===== config.mk =====
export PLATFORM = sky130hd
export DESIGN_NAME = line_buffer_responder
export DESIGN_NICKNAME = d
export VERILOG_FILES = /design/src/rtl/line_buffer_responder.sv
export SDC_FILE = /design/constraint.sdc
export NUM_CORES = 1
export LEC_CHECK = 0
export BUFFER_PORTS_ARGS = -buffer_cell sky130_fd_sc_hd__buf_2
export CORE_AREA = 2 2 129 131
export DETAILED_ROUTE_END_ITERATION = 10
export DIE_AREA = 0 0 131 133
export PLACE_DENSITY = 0.81
export SETUP_SLACK_MARGIN = 0.5
export SKIP_CTS_REPAIR_TIMING = 1
export SLEW_MARGIN = 10
export SYNTH_ARGS = -nofsm -noshare
export SYNTH_HDL_FRONTEND = slang
export SYNTH_SLANG_ARGS = --single-unit

===== constraint.sdc =====
create_clock -name clk -period 5.7 [get_ports clk]
set_input_delay 0.57 -clock clk [delete_from_list [all_inputs] [get_ports clk]]
set_output_delay 0.57 -clock clk [all_outputs]
set_load 0.02 [all_outputs]

===== src/rtl/line_buffer_responder.sv =====
// Single-line (8 x 16-bit) buffer serving L1 word/byte requests, with
// write-back and fill toward the L2 line interface on a miss.
module line_buffer_responder #(
  parameter int unsigned LINE_WORDS       = 8,
  parameter bit          RESET_CLEAR_DATA = 1'b1
) (
  input  logic         clk,
  input  logic         reset,
  input  logic [15:0]  mem_address,
  input  logic         mem_read,
  input  logic         mem_write,
  input  logic [1:0]   mem_wmask,
  input  logic [15:0]  mem_wdata,
  output logic [15:0]  mem_rdata,
  output logic         mem_resp,
  output logic [15:0]  pmem_address,
  output logic         pmem_read,
  output logic         pmem_write,
  output logic [127:0] pmem_wdata,
  input  logic [127:0] pmem_rdata,
  input  logic         pmem_resp
);

  typedef enum logic [1:0] {
    ST_IDLE,
    ST_WRITEBACK,
    ST_FILL
  } state_t;

  state_t                       state_q, state_d;
  logic                         valid_q, valid_d;
  logic                         dirty_q, dirty_d;
  logic [11:0]                  tag_q, tag_d;
  logic [LINE_WORDS-1:0][15:0]  line_q, line_d;
  logic                         pmem_read_q, pmem_read_d;
  logic                         pmem_write_q, pmem_write_d;
  logic [11:0]                  pmem_tag_q, pmem_tag_d;

  logic [11:0] req_tag;
  logic [2:0]  word_off;
  logic        req;
  logic        hit;
  logic        unused_addr_lsb;

  assign req_tag         = mem_address[15:4];
  assign word_off        = mem_address[3:1];
  assign unused_addr_lsb = mem_address[0];
  assign req             = mem_read | mem_write;
  assign hit             = valid_q && (tag_q == req_tag);

  assign mem_rdata    = line_q[word_off];
  assign mem_resp     = (state_q == ST_IDLE) && req && hit;
  assign pmem_read    = pmem_read_q;
  assign pmem_write   = pmem_write_q;
  assign pmem_address = {pmem_tag_q, 4'h0};
  assign pmem_wdata   = line_q;

  always_comb begin
    state_d      = state_q;
    valid_d      = valid_q;
    dirty_d      = dirty_q;
    tag_d        = tag_q;
    line_d       = line_q;
    pmem_read_d  = pmem_read_q;
    pmem_write_d = pmem_write_q;
    pmem_tag_d   = pmem_tag_q;

    unique case (state_q)
      ST_IDLE: begin
        if (req) begin
          if (hit) begin
            // Read+write together is a write.
            if (mem_write) begin
              if (mem_wmask[0]) line_d[word_off][7:0]  = mem_wdata[7:0];
              if (mem_wmask[1]) line_d[word_off][15:8] = mem_wdata[15:8];
              if (mem_wmask != 2'b00) dirty_d = 1'b1;
            end
          end else if (valid_q && dirty_q) begin
            state_d      = ST_WRITEBACK;
            pmem_write_d = 1'b1;
            pmem_tag_d   = tag_q;
          end else begin
            state_d     = ST_FILL;
            pmem_read_d = 1'b1;
            pmem_tag_d  = req_tag;
          end
        end
      end

      ST_WRITEBACK: begin
        if (pmem_resp) begin
          dirty_d      = 1'b0;
          state_d      = ST_FILL;
          pmem_write_d = 1'b0;
          pmem_read_d  = 1'b1;
          pmem_tag_d   = req_tag;
        end
      end

      ST_FILL: begin
        if (pmem_resp) begin
          // Tag comes from the latched fill address so it always names the data fetched.
          line_d      = pmem_rdata;
          tag_d       = pmem_tag_q;
          valid_d     = 1'b1;
          dirty_d     = 1'b0;
          state_d     = ST_IDLE;
          pmem_read_d = 1'b0;
        end
      end

      default: begin
        state_d      = ST_IDLE;
        pmem_read_d  = 1'b0;
        pmem_write_d = 1'b0;
      end
    endcase
  end

  always_ff @(posedge clk) begin
    if (reset) begin
      state_q      <= ST_IDLE;
      valid_q      <= 1'b0;
      dirty_q      <= 1'b0;
      tag_q        <= '0;
      pmem_read_q  <= 1'b0;
      pmem_write_q <= 1'b0;
      pmem_tag_q   <= '0;
      line_q       <= RESET_CLEAR_DATA ? '0 : line_q;
    end else begin
      state_q      <= state_d;
      valid_q      <= valid_d;
      dirty_q      <= dirty_d;
      tag_q        <= tag_d;
      pmem_read_q  <= pmem_read_d;
      pmem_write_q <= pmem_write_d;
      pmem_tag_q   <= pmem_tag_d;
      line_q       <= line_d;
    end
  end

endmodule


* Word-level counts from Yosys, hierarchy flattened
Cells that the tools add are included.
Operators by class: order comparisons 2, equal/unequal tests 13, muxes and demuxes 45, bitwise logic cells 2, reduce and logical (&&, ||, !) cells 18
Operator list (number):
- $mux W128 | 10
- $bwmux W128 | 2
- $pmux W128 S2 | 1
- $demux W16 S3 | 2
- $bmux W16 S3 | 1
- $mux W12 | 4
- $mux W16 | 2
- $pmux W12 S2 | 1
- $reduce_and A5 Y1 | 3
- $ne A2 B2 Y1 const B | 7
- $eq A12 B12 Y1 | 1
- $mux W1 | 12
- $mux W2 | 5
- $mux W8 | 1
- $reduce_and A4 Y1 | 2
- $reduce_bool A2 Y1 | 4
- $ne A2 B1 Y1 const B | 3
- $pmux W1 S3 | 2
- $pmux W2 S3 | 1
- $reduce_and A6 Y1 | 1
- $logic_and A1 B1 Y1 | 5
- $lt A3 B4 Y1 const B | 1
- $ge A3 B1 Y1 const B | 1
- $eq A2 B1 Y1 const B | 1
- other kinds (7) | 7
Word-level totals: register bits 158, input bits 167

* Depth between registers and ports, before layout
word-level depth 16, gate-level depth with buffers 9, gate-level depth less buffers 7

* Worst setup path after synthesis
OpenSTA, ideal clock, no wires.
kind in2out, start input port mem_address[1], end output port mem_rdata[6], arrival 2.030 ns, data required time 5.130 ns, setup slack 3.100 ns, stages on the path 5, path buffers 2, cells stage by stage clkbuf_1 > nor3b_1 > clkbuf_1 > a22oi_1 > nand4_1
On the way: longest elaborated chain between the ends 2
Ends and longest elaborated chain:
- from (decl) | line 9 | input logic [15:0] mem_address,
- $bmux W16 S3 | line 51 | assign mem_rdata = line_q[word_off];
- $mux W16 (not written as such) | line 51
- to (decl) | line 14 | output logic [15:0] mem_rdata,
Every way passes these cells. The select of a mux whose other input is x is not followed.

* Worst setup path after layout
start register state_q[0], end register line_q, in the netlist pmem_wdata[25]
On the way: longest elaborated chain between the ends 3, elaborated cells on any way between the ends 9, those cells by class eq/ne (5); mux (1); reduce/logical (3)
Ends and longest elaborated chain:
- from (decl) | line 30 | state_t state_q, state_d;
- from (signal assigned) | line 131 | state_q <= state_d;
- $eq A2 B2 Y1 / $logic_not A2 Y1 (equally long branches) | line 68 | unique case (state_q)
- $ne A2 B2 Y1 (no line) / $reduce_bool A2 Y1 (equally long branches)
- $reduce_and A5 Y1 (no line)
- to (signal assigned) | line 129 | line_q <= RESET_CLEAR_DATA ? '0 : line_q;
- to (signal assigned) | line 138 | line_q <= line_d;
- to (decl) | line 34 | logic [LINE_WORDS-1:0][15:0] line_q, line_d;
Parallel ways exist; a longest one is shown, timed or not. A chain may end at the register's enable or synchronous reset.

==> run metrics <==
status=complete, no violations; Syn-to-layout area delta=30.5%; post-route ant nets=0; Clock Tree Buf Depth=2; Static Leak=~4.6 nW; Starting DRT DRC Count=roughly 1200; die height=133 um; Routed wire per std cell=about 22 um; DRC=0; vias in the first global route=around 8400; crit end category=flip-flop; gr usage total=0.349; met1 GRT Util=0.437; CTS H-Tree Depth=4; Reg clk slew, reported paths=around 0.070 ns; HPWL Detailed=21600 um; total die area=approximately 17000 um^2; Worst Path Max Fanout=65; global-route wire length before repair=~47000 um; Initial Util=0.478; CTS tree=built; Post-Route Skew=about 0.0098 ns; Worst setup SP type=flip-flop; Via density=6.28; Rows=between 40 and 50; total number of yosys warnings=0; period utilisation layout=0.624; power per cell area=314 nW/um^2; Post-synth EDFFs=0; Worst-Skew Late Latency=0.42 ns; Mapped Area=slightly below 8000 um^2; final core occ=0.624; total negative slack=0 ns; Final GP Congestion=~0.93; crit path time final=~3.6 ns; Max Cap Violations=0; via count=between 9000 and 10000; Max Transition Viols Final=0; grt peak-use layer=met2; Worst EP arrival=between 3 and 4 ns; RSZ-0062 raised after global routing=false; sequential share of the synthesized area=0.409; met2 GRT Util=0.531; largest net degree at the start of global routing=73; Synth Area per Inst=8.40 um^2; # IOs=330; Top FF cell, synth=dfxtp_1; Core Footprint=roughly 16000 um^2; Syn Inst Count=920; initial antenna violation count=0; final hold violations=0; class of the worst hold path=primary input to flip-flop; Final Setup Violations=0; Peak VDD IR=between 0.2 and 0.25 mV; share of cells above drive strength 1=0.322; Root Buffer=clkbuf_16; TritonRoute pass-1 iters=6; Setup CP Type=flip-flop to flip-flop; final wirelength=31600 um; die width=between 100 and 150 um; post-synthesis cell type count=between 40 and 50; grt ovf=0; CP required=about 6.1 ns; Slew @ Worst Pin=between 1 and 1.5 ns; fin nets=1386; maximum clock frequency=281 MHz; max_slew headroom=0.242; DP Worst Slack=about 2.2 ns; total CTS buffers=17; setup ws final=~2.1 ns; Buffers on Ports=324; Pwr Total=3.17 mW; FFs w/ async S/R, synth=0; met3 Use GR=0.106; Sink Count=approximately 160; FF+latch count, synth=roughly 160
==> placed cells by master, fill, tap and decap left out, drive strengths merged, types with 3 or more instances in the layout <==
master    count
a311oi       13
nor3b         3
buf         351
dfxtp       158
and3b         3
o31ai        17
ha            3
mux2i        12
nand2       178
conb          4
inv          10
nand4        20
a211oi        7
or4           3
nor2         32
diode         3
clkbuf       17
o21ai       128
clkinvlp      4
nand3b        3
a22o        129
clkinv        3
a21oi        31
xnor2        12
a22oi        64
nand3         6
==> where the power goes <==
| part | total [mW] | internal [mW] | switching (mW) | leakage, nW |
|---|---|---|---|---|
| logic | 0.746 | 0.253 | 0.493 | 3.05 |
| registers | 1.25 | 1.18 | 0.0695 | 1.28 |
| clock network | 1.17 | 0.661 | 0.510 | 0.283 |
==> layer usage <==
metal	part of all wire	wire length, um	vias up
met1	0.37	11800	4198
met4	0.060	1910	0
met3	0.12	3840	185
met2	0.44	14000	693
li1	-	-	4042
met5	0	0	-
==> worst paths after layout <==
check                               startpoint  depth (start not counted)              to  slack, ns
worst max-delay path                state_q[0]                          7  pmem_wdata[25]       2.14
worst min-delay path                 pmem_resp                          4         dirty_q       0.46
worst max register to register      state_q[0]                          7  pmem_wdata[25]       2.14
worst min register to register  pmem_tag_q[11]                          2       tag_q[11]       0.47
==> through the flow <==
step / cell area [um^2] / hold WS, ns / std cells
3_3_place_gp: 9480 / 0.450 / 1417
5_1_grt: 10100 / 0.467 / 1449
3_5_place_dp: 9480 / 0.459 / 1417
2_1_floorplan: 7740 / 0.459 / 923
6_report: 10100 / 0.461 / 1452
4_1_cts: 10100 / 0.451 / 1449
==> cell type report <==
cell class	count	area, um^2
clock buffer	17	425
antenna	3	7.51
clock inverter	15	176
sequential	158	3160
fill	1390	6080
tap	220	275
inverter	4	15.0
multi-input combinational	684	4200
timing repair buffer	351	1820
==> cell usage after synthesis (5+ instances only) <==
cell	n	area (um^2)
buf_6	12	135
nand2_1	178	668
o31ai_1	17	128
a22oi_1	64	480
a311oi_1	13	114
dfxtp_1	158	3160
mux2i_1	12	120
nand3_1	6	30.0
o21ai_0	127	636
xnor2_1	11	96.3
nand4_1	20	125
nor2_1	32	120
clkbuf_1	55	206
a22o_1	129	1130
a21oi_1	31	155
buf_1	5	18.8
a211oi_1	5	37.5
==> flip-flops by register name (all words and copies together), names as in the netlist <==
register / flops
pmem_tag_q: 12
tag_q: 12
pmem_write: 1
pmem_wdata: 128
state_q: 2
valid_q: 1
pmem_read: 1
dirty_q: 1
==> critical path: stages, from the launching register on <==
cell	delay (ns)
dfxtp_1	0.33
inv_1	0.09
ha_4	0.35
nor2b_1	0.91
a21oi_1	0.25
a211oi_4	0.97
buf_4	0.41
a22o_1	0.17
==> logic make-up (layout without fill, tap and decap cells) <==
| group | count (synthesis) | count (layout) | share of synthesized area |
|---|---|---|---|
| adder cells (fa/ha/maj) | 3 | 3 | 0.00486 |
| AO/OA/AOI/OAI | 392 | 392 | 0.356 |
| multiplexers | 13 | 13 | 0.0170 |
| flip-flops | 158 | 158 | 0.409 |
| AND/OR/NAND/NOR | 260 | 260 | 0.145 |
| XOR/XNOR | 12 | 12 | 0.0146 |
| other | 1 | 7 | 0.000485 |
| buffers and inverters | 81 | 387 | 0.0531 |
No activity file was read; power rests on OpenSTA's default activity.
